==> config.mk <==
export PLATFORM = sky130hd
export DESIGN_NAME = level_column_feeder
export DESIGN_NICKNAME = d
export VERILOG_FILES = /design/src/rtl/level_column_feeder.sv
export SDC_FILE = /design/constraint.sdc
export NUM_CORES = 1
export LEC_CHECK = 0
export BUFFER_PORTS_ARGS = -buffer_cell sky130_fd_sc_hd__buf_2
export CAP_MARGIN = 0
export CORE_ASPECT_RATIO = 0.6
export CORE_MARGIN = 1
export CORE_UTILIZATION = 50
export DETAILED_ROUTE_END_ITERATION = 10
export PLACE_DENSITY = 0.74
export SLEW_MARGIN = 20
export SYNTH_ARGS = -nofsm -noshare
export SYNTH_HDL_FRONTEND = slang
export SYNTH_SLANG_ARGS = --single-unit
==> constraint.sdc <==
create_clock -name Clk -period 3.7 [get_ports Clk]
set_input_delay 0.74 -clock Clk [delete_from_list [all_inputs] [get_ports Clk]]
set_output_delay 0.74 -clock Clk [all_outputs]
set_load 0.01 [all_outputs]
==> src/rtl/level_column_feeder.sv <==
// Level column feeder: fetches 10 block IDs per column from a synchronous
// level ROM and strobes each assembled column into the scrolling window.
module level_column_feeder #(
  parameter int LEVEL_COLS = 200,
  parameter int ROWS       = 10,
  parameter int ADDR_W     = 11
) (
  input  logic              Clk,
  input  logic              Reset,
  input  logic              scroll_req,
  output logic [ADDR_W-1:0] rom_addr,
  input  logic [2:0]        rom_data,
  output logic [3*ROWS-1:0] new_block_id,
  output logic              Shift,
  output logic [7:0]        col_index,
  output logic              busy,
  output logic              level_end
);

  localparam logic [2:0] S_IDLE     = 3'd0;
  localparam logic [2:0] S_FETCH    = 3'd1;
  localparam logic [2:0] S_CAPTURE  = 3'd2;
  localparam logic [2:0] S_SHIFT    = 3'd3;
  localparam logic [2:0] S_DONE     = 3'd4;
  localparam logic [2:0] S_PFETCH   = 3'd5;
  localparam logic [2:0] S_PCAPTURE = 3'd6;
  localparam logic [2:0] S_PSHIFT   = 3'd7;

  localparam logic [7:0] PRELOAD_COLS = 8'd10;
  localparam logic [7:0] LAST_COL     = 8'(LEVEL_COLS);
  localparam logic [3:0] ROW_LAST     = 4'(ROWS - 1);

  logic [2:0]        r_state;
  logic [2:0]        w_next;
  logic [3:0]        r_row;
  logic [7:0]        r_col;
  logic              r_pending;
  logic              r_level_end;
  logic [3*ROWS-1:0] r_col_data;

  logic       w_fetch;
  logic       w_capture;
  logic       w_shift;
  logic       w_busy_req;
  logic       w_last;
  logic [7:0] w_col_inc;
  logic       w_wr;
  logic [3:0] w_slot;
  logic [7:0] w_lsb;

  assign w_fetch    = (r_state == S_FETCH) || (r_state == S_PFETCH);
  assign w_capture  = (r_state == S_CAPTURE) || (r_state == S_PCAPTURE);
  assign w_shift    = (r_state == S_SHIFT) || (r_state == S_PSHIFT);
  assign w_busy_req = (r_state == S_FETCH) || (r_state == S_CAPTURE);
  assign w_col_inc  = r_col + 8'd1;
  assign w_last     = (w_col_inc == LAST_COL);

  // ROM beat for address i lands one cycle later; row 9 lands in CAPTURE
  assign w_wr   = (w_fetch && (r_row != 4'd0)) || w_capture;
  assign w_slot = w_capture ? ROW_LAST : (r_row - 4'd1);
  assign w_lsb  = 8'(w_slot) * 8'd3;

  always_comb begin
    w_next = r_state;
    case (r_state)
      S_IDLE: begin
        if (scroll_req)
          w_next = S_FETCH;
      end
      S_FETCH: begin
        if (r_row == ROW_LAST)
          w_next = S_CAPTURE;
      end
      S_CAPTURE: w_next = S_SHIFT;
      S_SHIFT: begin
        if (w_last)
          w_next = S_DONE;
        else if (r_pending || scroll_req)
          w_next = S_FETCH;
        else
          w_next = S_IDLE;
      end
      S_PFETCH: begin
        if (r_row == ROW_LAST)
          w_next = S_PCAPTURE;
      end
      S_PCAPTURE: w_next = S_PSHIFT;
      S_PSHIFT: begin
        if (w_last)
          w_next = S_DONE;
        else if (w_col_inc < PRELOAD_COLS)
          w_next = S_PFETCH;
        else
          w_next = S_IDLE;
      end
      default: w_next = r_state;
    endcase
  end

  always_ff @(posedge Clk or posedge Reset) begin
    if (Reset) begin
      r_state     <= S_PFETCH;
      r_row       <= 4'd0;
      r_col       <= 8'd0;
      r_pending   <= 1'b0;
      r_level_end <= 1'b0;
      r_col_data  <= '0;
    end else begin
      r_state <= w_next;
      if (w_fetch && (r_row != ROW_LAST))
        r_row <= r_row + 4'd1;
      else
        r_row <= 4'd0;
      if (w_wr)
        r_col_data[w_lsb +: 3] <= rom_data;
      if (w_shift) begin
        r_col <= w_col_inc;
        if (w_last)
          r_level_end <= 1'b1;
      end
      // one-deep request memory; consumed or discarded when SHIFT ends
      if (w_shift)
        r_pending <= 1'b0;
      else if (scroll_req && w_busy_req)
        r_pending <= 1'b1;
    end
  end

  assign rom_addr     = ADDR_W'(r_col) * ADDR_W'(ROWS) + ADDR_W'(r_row);
  assign new_block_id = r_col_data;
  assign Shift        = w_shift;
  assign col_index    = r_col;
  assign busy         = (r_state != S_IDLE) && (r_state != S_DONE);
  assign level_end    = r_level_end;

endmodule
==> Flow_metrics.wiki, run 1 <==
{| class="wikitable"
! Metric !! Value
|-
| Routed wire per std cell || 14.9 µm
|-
| Switching share of total power || between 40% and 50%
|-
| Number of violations of the max-capacitance limit || 0
|-
| Leading post-synthesis cells by cell area || sky130_fd_sc_hd__dfrtp_1 39%, sky130_fd_sc_hd__mux2_2 10%, sky130_fd_sc_hd__ha_1 9.5%
|-
| Area delta synth->final || 17.5%
|-
| Post-route setup TNS || 0 ns
|-
| Hold violation total from the final report || 0
|-
| Clock period minus worst slack || 3.47 ns
|-
| Worst-case vdd ir drop || approximately 0.00041 V
|-
| # hold bufs at CTS || 0
|-
| Cells along the critical path || ha_1 -> ha_1 -> o21ai_0 -> or4b_1 -> o2111ai_1 -> nand4_1 -> xnor2_1 -> buf_2
|-
| Post-route DRC violation count || 2
|-
| Power density cells || approximately 850 mW/mm²
|-
| Ant. Diodes || 0
|-
| RSZ-0062 raised after global routing || no
|-
| Crit Reg-Reg Startpoint || r_row[0]
|-
| Setup Skew || 0.00847 ns
|-
| Placement Rows || 21
|-
| Share of the clock period used by the worst path || 93.8%
|-
| Kind of end point of the critical path || primary output
|-
| Switching power || between 1 and 1.5 mW
|-
| Cell type contributing the most total cell area after synthesis || sky130_fd_sc_hd__dfrtp_1
|-
| Worst reg2reg setup slack || roughly 1.1 ns
|-
| Cell with the largest stage delay on the worst path || sky130_fd_sc_hd__dfrtp_2
|-
| Final count of pins violating max slew || 0
|-
| Source of the worst hold timing path || level_end
|-
| Worst path required time || just under 3 ns
|-
| Net count of the mapped netlist || 289
|-
| Largest fanout on the critical path || 9
|-
| Int Power || 1.73 mW
|-
| Leakage || 1.61 nW
|-
| Startpoint type of the worst setup path || register
|-
| # port buffers || 57
|-
| Register area share after synthesis || 40.7%
|-
| Effective utilization at floorplan || 52.0%
|-
| Via count of the first global-routing pass || 1868
|-
| Gate count of the mapped netlist || 259
|-
| Post-synth ARST share || 100%
|-
| DPL Wire Length || 4460 µm
|-
| Clock power share || 15.3%
|-
| FF-to-FF End || new_block_id[24]
|-
| Power, Total || 2.89 mW
|-
| Failing checks || DRC
|-
| Chip height || 61.0 µm
|-
| Logic depth of the worst register-to-register path || 8
|-
| Net count, final || 345
|-
| Gr ovfl total || 0
|-
| Primary flip-flop cell chosen by synthesis mapping || sky130_fd_sc_hd__dfrtp_1
|-
| Wirelength, routed || about 5900 µm
|-
| CTS tree || done
|-
| Worst endpoint data arrival time || 2.73 ns
|-
| Count of vias placed by the detailed router || 2102
|-
| Least-Margin Pin Slew || 0.811 ns
|-
| Count of cells resized by post-cts repair || 0
|-
| Logic pwr share || a little over half
|-
| Clock insertion delay at the later pin of the skew report || roughly 0.30 ns
|-
| Worst setup endpoint || rom_addr[10]
|-
| Most frequent cells in the layout || 57 x sky130_fd_sc_hd__buf_2, 41 x sky130_fd_sc_hd__dfrtp_1, 26 x sky130_fd_sc_hd__mux2_2, 22 x sky130_fd_sc_hd__ha_1, 18 x sky130_fd_sc_hd__xnor2_1
|-
| Top cell type's share of synthesized area || between 30% and 40%
|-
| Buffer cell driving the clock tree root || sky130_fd_sc_hd__clkbuf_8
|-
| Weighted congestion at the end of routability-driven global placement || approximately 0.85
|-
| Residual antenna-violating net count after detailed routing || 0
|-
| Final setup fails || 0
|-
| Critical path origin || col_index[3]
|-
| Maximum frequency from static timing analysis || between 0.2 and 0.3 GHz
|-
| Area of placed instances || 0.00325 mm²
|-
| Number of flops mapped to enable cells by yosys || 0
|-
| Placeable core region || between 0.005 and 0.006 mm²
|-
| Pin count of the biggest net entering global routing || 48
|-
| Headroom to the max-slew limit || 45.9%
|-
| Layout cell share with drive strength beyond 1 || 37.0%
|-
| Num ports || 58
|-
| Horizontal extent of the die || about 100 µm
|-
| Result of the run || finished with violations
|-
| H-tree levels || 2
|-
| Cell repeated most along the worst path || sky130_fd_sc_hd__ha_1
|-
| Fillers || between 400 and 500
|-
| Netlist area before placement || 0.00290 mm²
|-
| Mean cell area of the mapped netlist || 11.2 µm²
|-
| Antenna violations before repair || 0
|-
| Overall global routing resource usage || 20.2%
|-
| Buffers inserted by post-CTS timing repair || 0
|-
| Number of distinct standard cells referenced by the synthesized netlist || 55
|-
| Total non-filler cell area in the finished layout || 0.00341 mm²
|-
| Register clock-pin slew on the reported worst setup and hold paths || 0.09 ns
|-
| Number of warnings printed during yosys synthesis || 0
|-
| First drt pass iteration count || 8
|-
| Most common cell after layout, fill and taps aside || sky130_fd_sc_hd__buf_2
|-
| Wire length of the first global-routing pass || around 9400 µm
|-
| Post-DR vias/cell || 5.31
|-
| First DRT Iteration DRCs || between 100 and 150
|-
| Non-filler cells, final || 396
|-
| Die Area || approximately 0.0061 mm²
|-
| Part of the total power dissipated in sequential elements || 31.9%
|-
| CTS buffer count || 5
|-
| Clk buf depth || 2
|-
| Worst Hold Class || register to register
|-
| Final Core Density || 61.1%
|-
| Clock sink count || 47
|-
| Largest stage delay, worst path || ~0.5 ns
|-
| Startpoint-to-endpoint class of the critical path || register to primary output
|-
| Number of placed instances with taps included || 388
|-
| Synthesized flop and latch total || 47
|}
power groups by stage:
stage | combinational, mW | clock (mW) | sequential, mW
2_1_floorplan | 0.993 | 0 | 0.978
3_3_place_gp | 1.48 | 0 | 0.913
3_5_place_dp | 1.51 | 0 | 0.930
4_1_cts | 1.52 | 0.450 | 0.920
5_1_grt | 1.69 | 0.469 | 0.954
6_report | 1.53 | 0.444 | 0.923
flip-flops by register name (all words and copies together) (netlist names):
name and cells:
level_end 1, r_row 4, r_pending 1, r_state 3, col_index 8, new_block_id 30
cells by family after synthesis:
group | count (synthesis) | share of synthesized area [%]
mux | 30 | 12.0
simple gates | 75 | 15.2
flops | 47 | 40.7
fa+ha+maj | 24 | 10.9
buf+inv | 21 | 3.15
xor+xnor | 26 | 9.41
compound gates | 36 | 8.63
layer usage:
metal	vias up	GRT usage, %	share of wire [%]
li1	1025	-	-
met1	1012	32.1	56
met2	59	28.2	40
met3	6	3.80	3.7
met4	0	4.35	0.71
met5	-	0	0
layout make-up:
class / instances / area, µm² / area share [%]
Inverter: 12 / 46.3 / 1.36
Clock inverter: 2 / 60.1 / 1.76
Clock buffer: 6 / 72.6 / 2.13
Timing Repair Buffer: 58 / 293 / 8.60
Multi-Input combinational cell: 191 / 1650 / 48.5
Sequential cell: 47 / 1180 / 34.8
Tap cell: 80 / 100 / 2.94
through the flow:
stage / hold WS (ns) / setup slack (ns)
after global routing: 0.503 / 0.00876
final: 0.476 / 0.230
after floorplan: 0.463 / 0.612
after global placement: 0.461 / 0.507
after CTS: 0.482 / 0.0839
after detailed placement: 0.460 / 0.442
worst min-delay path by stage:
| stage | cells after the start | endpoint |
|---|---|---|
| 2_1_floorplan | 2 | r_pending |
| 3_3_place_gp | 1 | level_end |
| 3_5_place_dp | 1 | level_end |
| 4_1_cts | 1 | level_end |
| 5_1_grt | 1 | level_end |
| 6_report | 1 | level_end |
critical path, delay by kind of cell (launching register included):
| family | cells | cell delay (ns) |
|---|---|---|
| compound gates | 2 | 0.30 |
| xor+xnor | 1 | 0.16 |
| fa+ha+maj | 2 | 0.71 |
| buf+inv | 1 | 0.14 |
| flops | 1 | 0.50 |
| simple gates | 2 | 0.62 |
cells in the mapped netlist (all sizes together), types with 5 or more instances:
cell type,count
a21oi,8
nand4,6
nand2,13
xnor2,20
ha,22
inv,11
nand3,9
buf,6
mux2,30
o21ai,11
nand2b,5
xor2,6
nor2,15
dfrtp,45
(Power assumes the default switching activity.)
==> inputs of run 2 (changes only) <==
--- a/config.mk
+++ b/config.mk
@@ -5,8 +5,8 @@
 export SDC_FILE = /design/constraint.sdc
 export NUM_CORES = 1
 export LEC_CHECK = 0
+export ABC_AREA = 1
 export BUFFER_PORTS_ARGS = -buffer_cell sky130_fd_sc_hd__buf_2
-export CAP_MARGIN = 0
 export CORE_ASPECT_RATIO = 0.6
 export CORE_MARGIN = 1
 export CORE_UTILIZATION = 50
==> constraint.sdc (replaced) <==
create_clock -name Clk -period 3.35 [get_ports Clk]
set_input_delay 0.67 -clock Clk [delete_from_list [all_inputs] [get_ports Clk]]
set_output_delay 0.67 -clock Clk [all_outputs]
set_load 0.01 [all_outputs]
==> run 2 against run 1 <==
Net effect: the run still ends with DRC left; clock power shrank 5.9%; worst setup slack got worse by 0.071 ns; clock-buffer cell count down 1; non-clock buffer count grew 9; total power increased by 8.9%; sequential power is 7.0% higher; via count rose by 15%; first-iteration DRC count down 4.3%; combinational power grew 14%; die area decreased by 3.6%; synthesized cell count increased by 31%; largest cell class unchanged; final cell count is 20% higher.
==> Flow_metrics.wiki, run 2 <==
{| class="wikitable"
! Metric !! Value
|-
| Register clock-pin slew on the reported worst setup and hold paths || 0.09 ns (about the same)
|-
| Post-route DRC violation count || 2 (unchanged)
|-
| Ant. Diodes || 0 (unchanged)
|-
| H-tree levels || 2 (unchanged)
|-
| Post-route setup TNS || 0 ns (unchanged)
|-
| Int Power || 1.74 mW (+0.52%)
|-
| Wire length of the first global-routing pass || 9760 µm (+3.6%)
|-
| Placement Rows || 20 (-4.8%)
|-
| Startpoint-to-endpoint class of the critical path || register to primary output
|-
| Number of distinct standard cells referenced by the synthesized netlist || 30 (-45%)
|-
| Share of the clock period used by the worst path || 95.3%
|-
| DPL Wire Length || 4540 µm (+1.8%)
|-
| Overall global routing resource usage || 21.4% (+1.2 points)
|-
| # hold bufs at CTS || 0 (unchanged)
|-
| Leading post-synthesis cells by cell area || sky130_fd_sc_hd__dfrtp_1 40%, sky130_fd_sc_hd__nand2_1 13%, sky130_fd_sc_hd__ha_1 9.9%
|-
| Top cells by instance count after synthesis || 100 x sky130_fd_sc_hd__nand2_1, 45 x sky130_fd_sc_hd__dfrtp_1, 34 x sky130_fd_sc_hd__inv_1
|-
| Net count, final || 440 (+28%)
|-
| Worst Hold Class || register to register
|-
| Clock insertion delay at the later pin of the skew report || 0.30 ns (about the same)
|-
| Least-Margin Pin Slew || 0.945 ns (+0.135 ns)
|-
| Most frequent cells in the layout || 97 x sky130_fd_sc_hd__nand2_1, 57 x sky130_fd_sc_hd__buf_2, 42 x sky130_fd_sc_hd__dfrtp_1, 32 x sky130_fd_sc_hd__inv_1, 22 x sky130_fd_sc_hd__o21ai_1
|-
| Clk buf depth || 2 (unchanged)
|-
| Logic depth of the worst register-to-register path || 10 (+2)
|-
| Largest fanout on the critical path || 6 (-3)
|-
| Leakage || 1.81 nW (+12%)
|-
| Pin count of the biggest net entering global routing || 48 (unchanged)
|-
| Net count of the mapped netlist || 368 (+27%)
|-
| Number of flops mapped to enable cells by yosys || 0 (unchanged)
|-
| Clock power share || 13.3% (-2.0 points)
|-
| Layout cell share with drive strength beyond 1 || 28.5% (-8.6 points)
|-
| Worst endpoint data arrival time || 2.52 ns (-0.21 ns)
|-
| Source of the worst hold timing path || level_end
|-
| Clock sink count || 47 (unchanged)
|-
| CTS buffer count || 5 (unchanged)
|-
| Chip height || 59.9 µm (-1.8%)
|-
| Antenna violations before repair || 0 (unchanged)
|-
| Placeable core region || 0.00520 mm² (-6.6%)
|-
| First drt pass iteration count || 9 (+1)
|-
| Failing checks || DRC
|-
| Primary flip-flop cell chosen by synthesis mapping || sky130_fd_sc_hd__dfrtp_1
|-
| Kind of end point of the critical path || primary output
|-
| Worst-case vdd ir drop || 0.000446 V (+8.2%)
|-
| Non-filler cells, final || 477 (+20%)
|-
| Crit Reg-Reg Startpoint || r_row[0]
|-
| Netlist area before placement || 0.00279 mm² (-3.7%)
|-
| Buffer cell driving the clock tree root || sky130_fd_sc_hd__clkbuf_8
|-
| Worst path required time || 2.68 ns (-0.28 ns)
|-
| Number of placed instances with taps included || 462 (+19%)
|-
| Footprint of the multi-input gates || 0.00157 mm² (-4.7%)
|-
| Weighted congestion at the end of routability-driven global placement || 0.785 (-7.2%)
|-
| Result of the run || finished with violations
|-
| Routed wire per std cell || 13.0 µm (-13%)
|-
| Residual antenna-violating net count after detailed routing || 0 (unchanged)
|-
| Gr ovfl total || 0 (unchanged)
|-
| Post-synth ARST share || 100% (unchanged)
|-
| Hold violation total from the final report || 0 (unchanged)
|-
| Startpoint type of the worst setup path || register
|-
| Headroom to the max-slew limit || 36.9% (-9.0 points)
|-
| # port buffers || 57 (unchanged)
|-
| Total non-filler cell area in the finished layout || 0.00345 mm² (+1.2%)
|-
| First DRT Iteration DRCs || 111 (-4.3%)
|-
| Area delta synth->final || 23.4%
|-
| Clock period minus worst slack || ~3.2 ns
|-
| Number of violations of the max-capacitance limit || 0 (unchanged)
|-
| Post-DR vias/cell || 5.06 (-4.7%)
|-
| Synthesized flop and latch total || 47 (unchanged)
|-
| CTS tree || done
|-
| Count of vias placed by the detailed router || 2414 (+15%)
|-
| Mean cell area of the mapped netlist || 8.26 µm² (-26%)
|-
| Number of cells on the worst hold path || 2 (+1)
|-
| Maximum frequency from static timing analysis || 0.313 GHz
|-
| Effective utilization at floorplan || 53.6% (+1.6 points)
|-
| Die Area || 0.00590 mm² (-3.6%)
|-
| Part of the total power dissipated in sequential elements || 31.3% (-0.6 points)
|-
| Critical path origin || col_index[4]
|-
| Via count of the first global-routing pass || 2030 (+8.7%)
|-
| Top cell type's share of synthesized area || 40.3% (+1.5 points)
|-
| Max FFs per register || 30 (unchanged)
|-
| Wirelength, routed || 6200 µm (+5.0%)
|-
| Most common cell after layout, fill and taps aside || sky130_fd_sc_hd__nand2_1
|-
| Sequential Area || 0.00118 mm² (-0.11%)
|-
| Final count of pins violating max slew || 0 (unchanged)
|-
| Number of warnings printed during yosys synthesis || 0 (unchanged)
|-
| Switching share of total power || 44.8% (+4.6 points)
|-
| Logic pwr share || 55.4% (+2.6 points)
|-
| Horizontal extent of the die || 98.5 µm (-1.8%)
|-
| Area of placed instances || 0.00317 mm² (-2.4%)
|-
| Switching power || 1.41 mW (+21%)
|-
| Gate count of the mapped netlist || 338 (+31%)
|-
| Worst reg2reg setup slack || 0.98 ns (-0.14 ns)
|-
| Num ports || 58 (unchanged)
|-
| Most used standard cell by instance count after synthesis || sky130_fd_sc_hd__nand2_1
|-
| Setup Skew || 0.00971 ns (+0.00124 ns)
|-
| Cell type contributing the most total cell area after synthesis || sky130_fd_sc_hd__dfrtp_1
|-
| Register area share after synthesis || 42.2% (+1.6 points)
|-
| Fillers || 439 (-6.8%)
|-
| Power density cells || 915 mW/mm² (+7.6%)
|-
| Final setup fails || 0 (unchanged)
|}
## run 2: final timing paths
kind                                    end
max                            rom_addr[10]
min                               level_end
max reg2reg                new_block_id[27]
min reg2reg                       level_end
max in group asynchronous      col_index[2]
min in group asynchronous   new_block_id[8]
## run 2: worst max-delay path: stages, from the launching register on
cell,delay (ns)
sky130_fd_sc_hd__dfrtp_1,0.46
sky130_fd_sc_hd__ha_1,0.33
sky130_fd_sc_hd__ha_1,0.43
sky130_fd_sc_hd__a21oi_1,0.18
sky130_fd_sc_hd__nand2_1,0.12
sky130_fd_sc_hd__nand2_1,0.08
sky130_fd_sc_hd__nand2_1,0.06
sky130_fd_sc_hd__a21oi_2,0.17
sky130_fd_sc_hd__xor2_1,0.15
sky130_fd_sc_hd__nand2_1,0.06
sky130_fd_sc_hd__nand2_1,0.05
sky130_fd_sc_hd__buf_2,0.12
## run 2: cell type report
class	count	area share, %
Multi-Input combinational cell	253	45.6
Sequential cell	47	34.3
Timing Repair Buffer	67	10.5
Inverter	36	3.92
Tap cell	66	2.40
Clock buffer	5	2.00
Clock inverter	3	1.27
## run 2: power by group through the flow
stage / Clock (mW) / Combinational (mW) / Sequential (mW)
3_5_place_dp: 0 / 1.66 / 0.993
4_1_cts: 0.426 / 1.66 / 0.987
5_1_grt: 0.448 / 1.97 / 1.02
2_1_floorplan: 0 / 1.03 / 1.09
3_3_place_gp: 0 / 1.61 / 0.987
6_report: 0.418 / 1.75 / 0.988
## run 2: cells by family (layout without fill, tap and decap cells)
group           Yosys count  after routing  share of synthesized area, %
fa+ha+maj                24             24                          11.3
simple gates            166            166                          26.6
buf+inv                  38            111                          5.29
flops                    47             47                          42.2
compound gates           46             46                          8.61
xor+xnor                 17             17                          6.01
## run 2: timing repair
item | 4_1_cts | 5_1_grt
setup buffers | 0 | 7
setup endpoints to repair | 1 | 3
resized for setup | 1 | 23
pin swaps | 0 | 6
gates cloned | 0 | 0
## run 2: through the flow
stage | power [mW] | utilization [%] | worst slack, ns | hold slack [ns]
5_1_grt | 3.44 | 66.2 | -0.0300 | 0.506
2_1_floorplan | 2.12 | - | 0.448 | 0.463
4_1_cts | 3.07 | 63.1 | 0.00455 | 0.477
6_report | 3.15 | 66.2 | 0.159 | 0.470
3_5_place_dp | 2.65 | 60.9 | 0.278 | 0.455
3_3_place_gp | 2.60 | 60.9 | 0.332 | 0.446
## run 2: layer usage
| metal | track usage, % | vias to the layer above | wire (µm) |
|---|---|---|---|
| li1 | - | 1230 | - |
| met1 | 35.0 | 1123 | 3300 |
| met2 | 28.7 | 57 | 2590 |
| met3 | 4.21 | 4 | 281 |
| met4 | 3.84 | 0 | 27 |
| met5 | 0 | - | 0 |
==> inputs of run 3 (changes only) <==
--- a/config.mk
+++ b/config.mk
@@ -6,7 +6,7 @@
 export NUM_CORES = 1
 export LEC_CHECK = 0
 export ABC_AREA = 1
-export BUFFER_PORTS_ARGS = -buffer_cell sky130_fd_sc_hd__buf_2
+export BUFFER_PORTS_ARGS = -buffer_cell sky130_fd_sc_hd__buf_4
 export CORE_ASPECT_RATIO = 0.6
 export CORE_MARGIN = 1
 export CORE_UTILIZATION = 50
==> run 3 against run 2 <==
Net effect: via count is 1.0% lower; clock skew is 0.0059 ns lower; global-route usage is 0.35 points higher; worst setup slack worse by 0.036 ns; total power is 4.3% higher; wire length is 0.76% lower; fmax is 1.1% lower; design area is 2.4% higher; clock-buffer cell count is 2 higher; largest power group unchanged; the run now ends clean; critical path depth is 1 higher; utilization is 1.6 points higher.
==> Flow_metrics.wiki, run 3 (synthesis gave the netlist of run 2 again) <==
{| class="wikitable"
! Metric !! Value
|-
| Clock insertion delay at the later pin of the skew report || 0.29 ns (about the same)
|-
| Cells along the critical path || ha_1 -> ha_2 -> fa_2 -> nand3_1 -> nand2_1 -> nand2_1 -> nand2_1 -> a21oi_2 -> xor2_1 -> nand2_1 -> nand2_1 -> buf_4
|-
| Share of the clock period used by the worst path || 96.3% (+1.1 points)
|-
| Startpoint type of the worst setup path || register
|-
| Maximum frequency from static timing analysis || 0.310 GHz (-1.1%)
|-
| Gr ovfl total || 0 (unchanged)
|-
| Via count of the first global-routing pass || 2055 (+1.2%)
|-
| Result of the run || finished, final reports clean
|-
| Antenna violations before repair || 0 (unchanged)
|-
| Most frequent cells in the layout || 100 x sky130_fd_sc_hd__nand2_1, 66 x sky130_fd_sc_hd__buf_4, 43 x sky130_fd_sc_hd__dfrtp_1, 33 x sky130_fd_sc_hd__inv_1, 22 x sky130_fd_sc_hd__o21ai_1
|-
| Worst path required time || 2.68 ns (about the same)
|-
| CTS buffer count || 5 (unchanged)
|-
| Worst-case vdd ir drop || 0.000483 V (+8.2%)
|-
| Buffer cell driving the clock tree root || sky130_fd_sc_hd__clkbuf_8
|-
| Wire length of the first global-routing pass || 9980 µm (+2.2%)
|-
| Worst Hold Class || primary input to asynchronous set/reset pin
|-
| Cell with the largest stage delay on the worst path || sky130_fd_sc_hd__dfrtp_2
|-
| Largest fanout on the critical path || 5 (-1)
|-
| Total non-filler cell area in the finished layout || 0.00353 mm² (+2.4%)
|-
| First drt pass iteration count || 6 (-3)
|-
| Num ports || 58 (unchanged)
|-
| Hold violation total from the final report || 0 (unchanged)
|-
| Cell repeated most along the worst path || sky130_fd_sc_hd__nand2_1
|-
| Setup WS pre-CTS || 0.275 ns (-0.00251 ns)
|-
| Kind of end point of the critical path || primary output
|-
| Least-Margin Pin Slew || 0.547 ns (-0.399 ns)
|-
| Weighted congestion at the end of routability-driven global placement || 0.796 (+1.4%)
|-
| Chip height || 59.9 µm (unchanged)
|-
| Clock period minus worst slack || 3.23 ns (+0.0360 ns)
|-
| Final setup fails || 0 (unchanged)
|-
| Power, Total || 3.29 mW (+4.3%)
|-
| Worst reg2reg setup slack || 0.97 ns (about the same)
|-
| Footprint of the multi-input gates || 0.00153 mm² (-3.0%)
|-
| Largest stage delay, worst path || 0.45 ns (about the same)
|-
| Setup Skew || 0.00384 ns (-0.00587 ns)
|-
| Routed wire per std cell || 12.9 µm (-0.55%)
|-
| Non-filler cells, final || 476 (-0.21%)
|-
| Most common cell after layout, fill and taps aside || sky130_fd_sc_hd__nand2_1
|-
| Post-DR vias/cell || 5.02 (-0.83%)
|-
| # port buffers || 57 (unchanged)
|-
| Leakage || 1.84 nW (+1.4%)
|-
| First DRT Iteration DRCs || 184 (+66%)
|-
| Number of violations of the max-capacitance limit || 0 (unchanged)
|-
| Die Area || 0.00590 mm² (unchanged)
|-
| Worst hold slack across all endpoints || 0.402 ns (-0.0678 ns)
|-
| Ant. Diodes || 0 (unchanged)
|-
| Placeable core region || 0.00520 mm² (unchanged)
|-
| DPL Wire Length || 4720 µm (+4.1%)
|-
| Final Core Density || 67.8% (+1.6 points)
|-
| Headroom to the max-slew limit || 63.5% (+27 points)
|-
| Max FFs per register || 30 (unchanged)
|-
| Final count of pins violating max slew || 0 (unchanged)
|-
| Residual antenna-violating net count after detailed routing || 0 (unchanged)
|-
| Fillers || 443 (+0.91%)
|-
| Worst setup slack after layout || 0.123 ns (-0.0360 ns)
|-
| Effective utilization at floorplan || 53.6% (unchanged)
|-
| Pin count of the biggest net entering global routing || 33 (-31%)
|-
| Clk buf depth || 2 (unchanged)
|-
| CTS tree || done
|-
| Sequential Area || 0.00118 mm² (-0.11%)
|-
| Power density cells || 932 mW/mm² (+1.9%)
|-
| Net count, final || 439 (-0.23%)
|-
| Worst endpoint data arrival time || 2.56 ns (+0.04 ns)
|-
| Layout cell share with drive strength beyond 1 || 25.9% (-2.6 points)
|-
| Area of placed instances || 0.00331 mm² (+4.5%)
|-
| Overall global routing resource usage || 21.7% (+0.35 points)
|-
| Count of vias placed by the detailed router || 2389 (-1.0%)
|-
| Post-route setup TNS || 0 ns (unchanged)
|-
| Area delta synth->final || 26.4%
|-
| Clock sink count || 47 (unchanged)
|-
| Register clock-pin slew on the reported worst setup and hold paths || 0.08 ns (about the same)
|-
| Startpoint-to-endpoint class of the critical path || register to primary output
|-
| H-tree levels || 2 (unchanged)
|-
| Number of placed instances with taps included || 462 (unchanged)
|-
| # hold bufs at CTS || 0 (unchanged)
|-
| Placement Rows || 20 (unchanged)
|-
| Post-route DRC violation count || 0 (-2)
|-
| Horizontal extent of the die || 98.5 µm (unchanged)
|-
| Wirelength, routed || 6150 µm (-0.76%)
|}
[run 3: cell types whose count changed in the layout (fill, tap and decap cells not counted), sizes merged]
cell,before,now
buf,67,66
clkinv,2,1
clkbuf,5,7
inv,36,35
[run 3: worst paths after layout]
path                              start               end  cells after the start
min in group Clk              level_end         level_end                      2
max reg2reg                    r_row[0]  new_block_id[27]                     10
max                        col_index[3]      rom_addr[10]                     12
min                               Reset  new_block_id[14]                      2
min reg2reg                   level_end         level_end                      2
max in group asynchronous         Reset        r_state[2]                      3
[run 3: cell type report]
class	instances	area share (%)
well taps	66	2.34
repair buffers	66	14.0
clock inverters	1	0.851
clock buffers	7	2.16
flip-flops and latches	47	33.5
multi-input cells	253	43.2
inverters	36	3.87
[run 3: report_power, final]
group | internal [mW] | switching [mW]
logic | 0.841 | 1.04
clock network | 0.223 | 0.177
registers | 0.816 | 0.190
[run 3: per-layer routing]
layer	up-vias	track usage (%)	routed length [µm]
met5	-	0	0
met4	0	3.62	0
met3	0	4.56	240
met2	46	29.7	2590
met1	1115	35.2	3320
li1	1228	-	-
[run 3: timing repair]
item                       CTS  global route
gates resized for setup      2            11
pin swaps                    0             3
gates cloned                 0             0
setup endpoints to repair    1             3
setup buffers                0             6
[run 3: critical path, delay by kind of cell, from the launching register on]
| family | cells | cell delay, ns |
|---|---|---|
| and+or+nand+nor | 6 | 0.49 |
| adders and majority gates | 3 | 0.88 |
| buffers and inverters | 1 | 0.11 |
| xor gates and xnor gates | 1 | 0.16 |
| AOI/OAI and AO/OA | 1 | 0.17 |
| DFF | 1 | 0.45 |
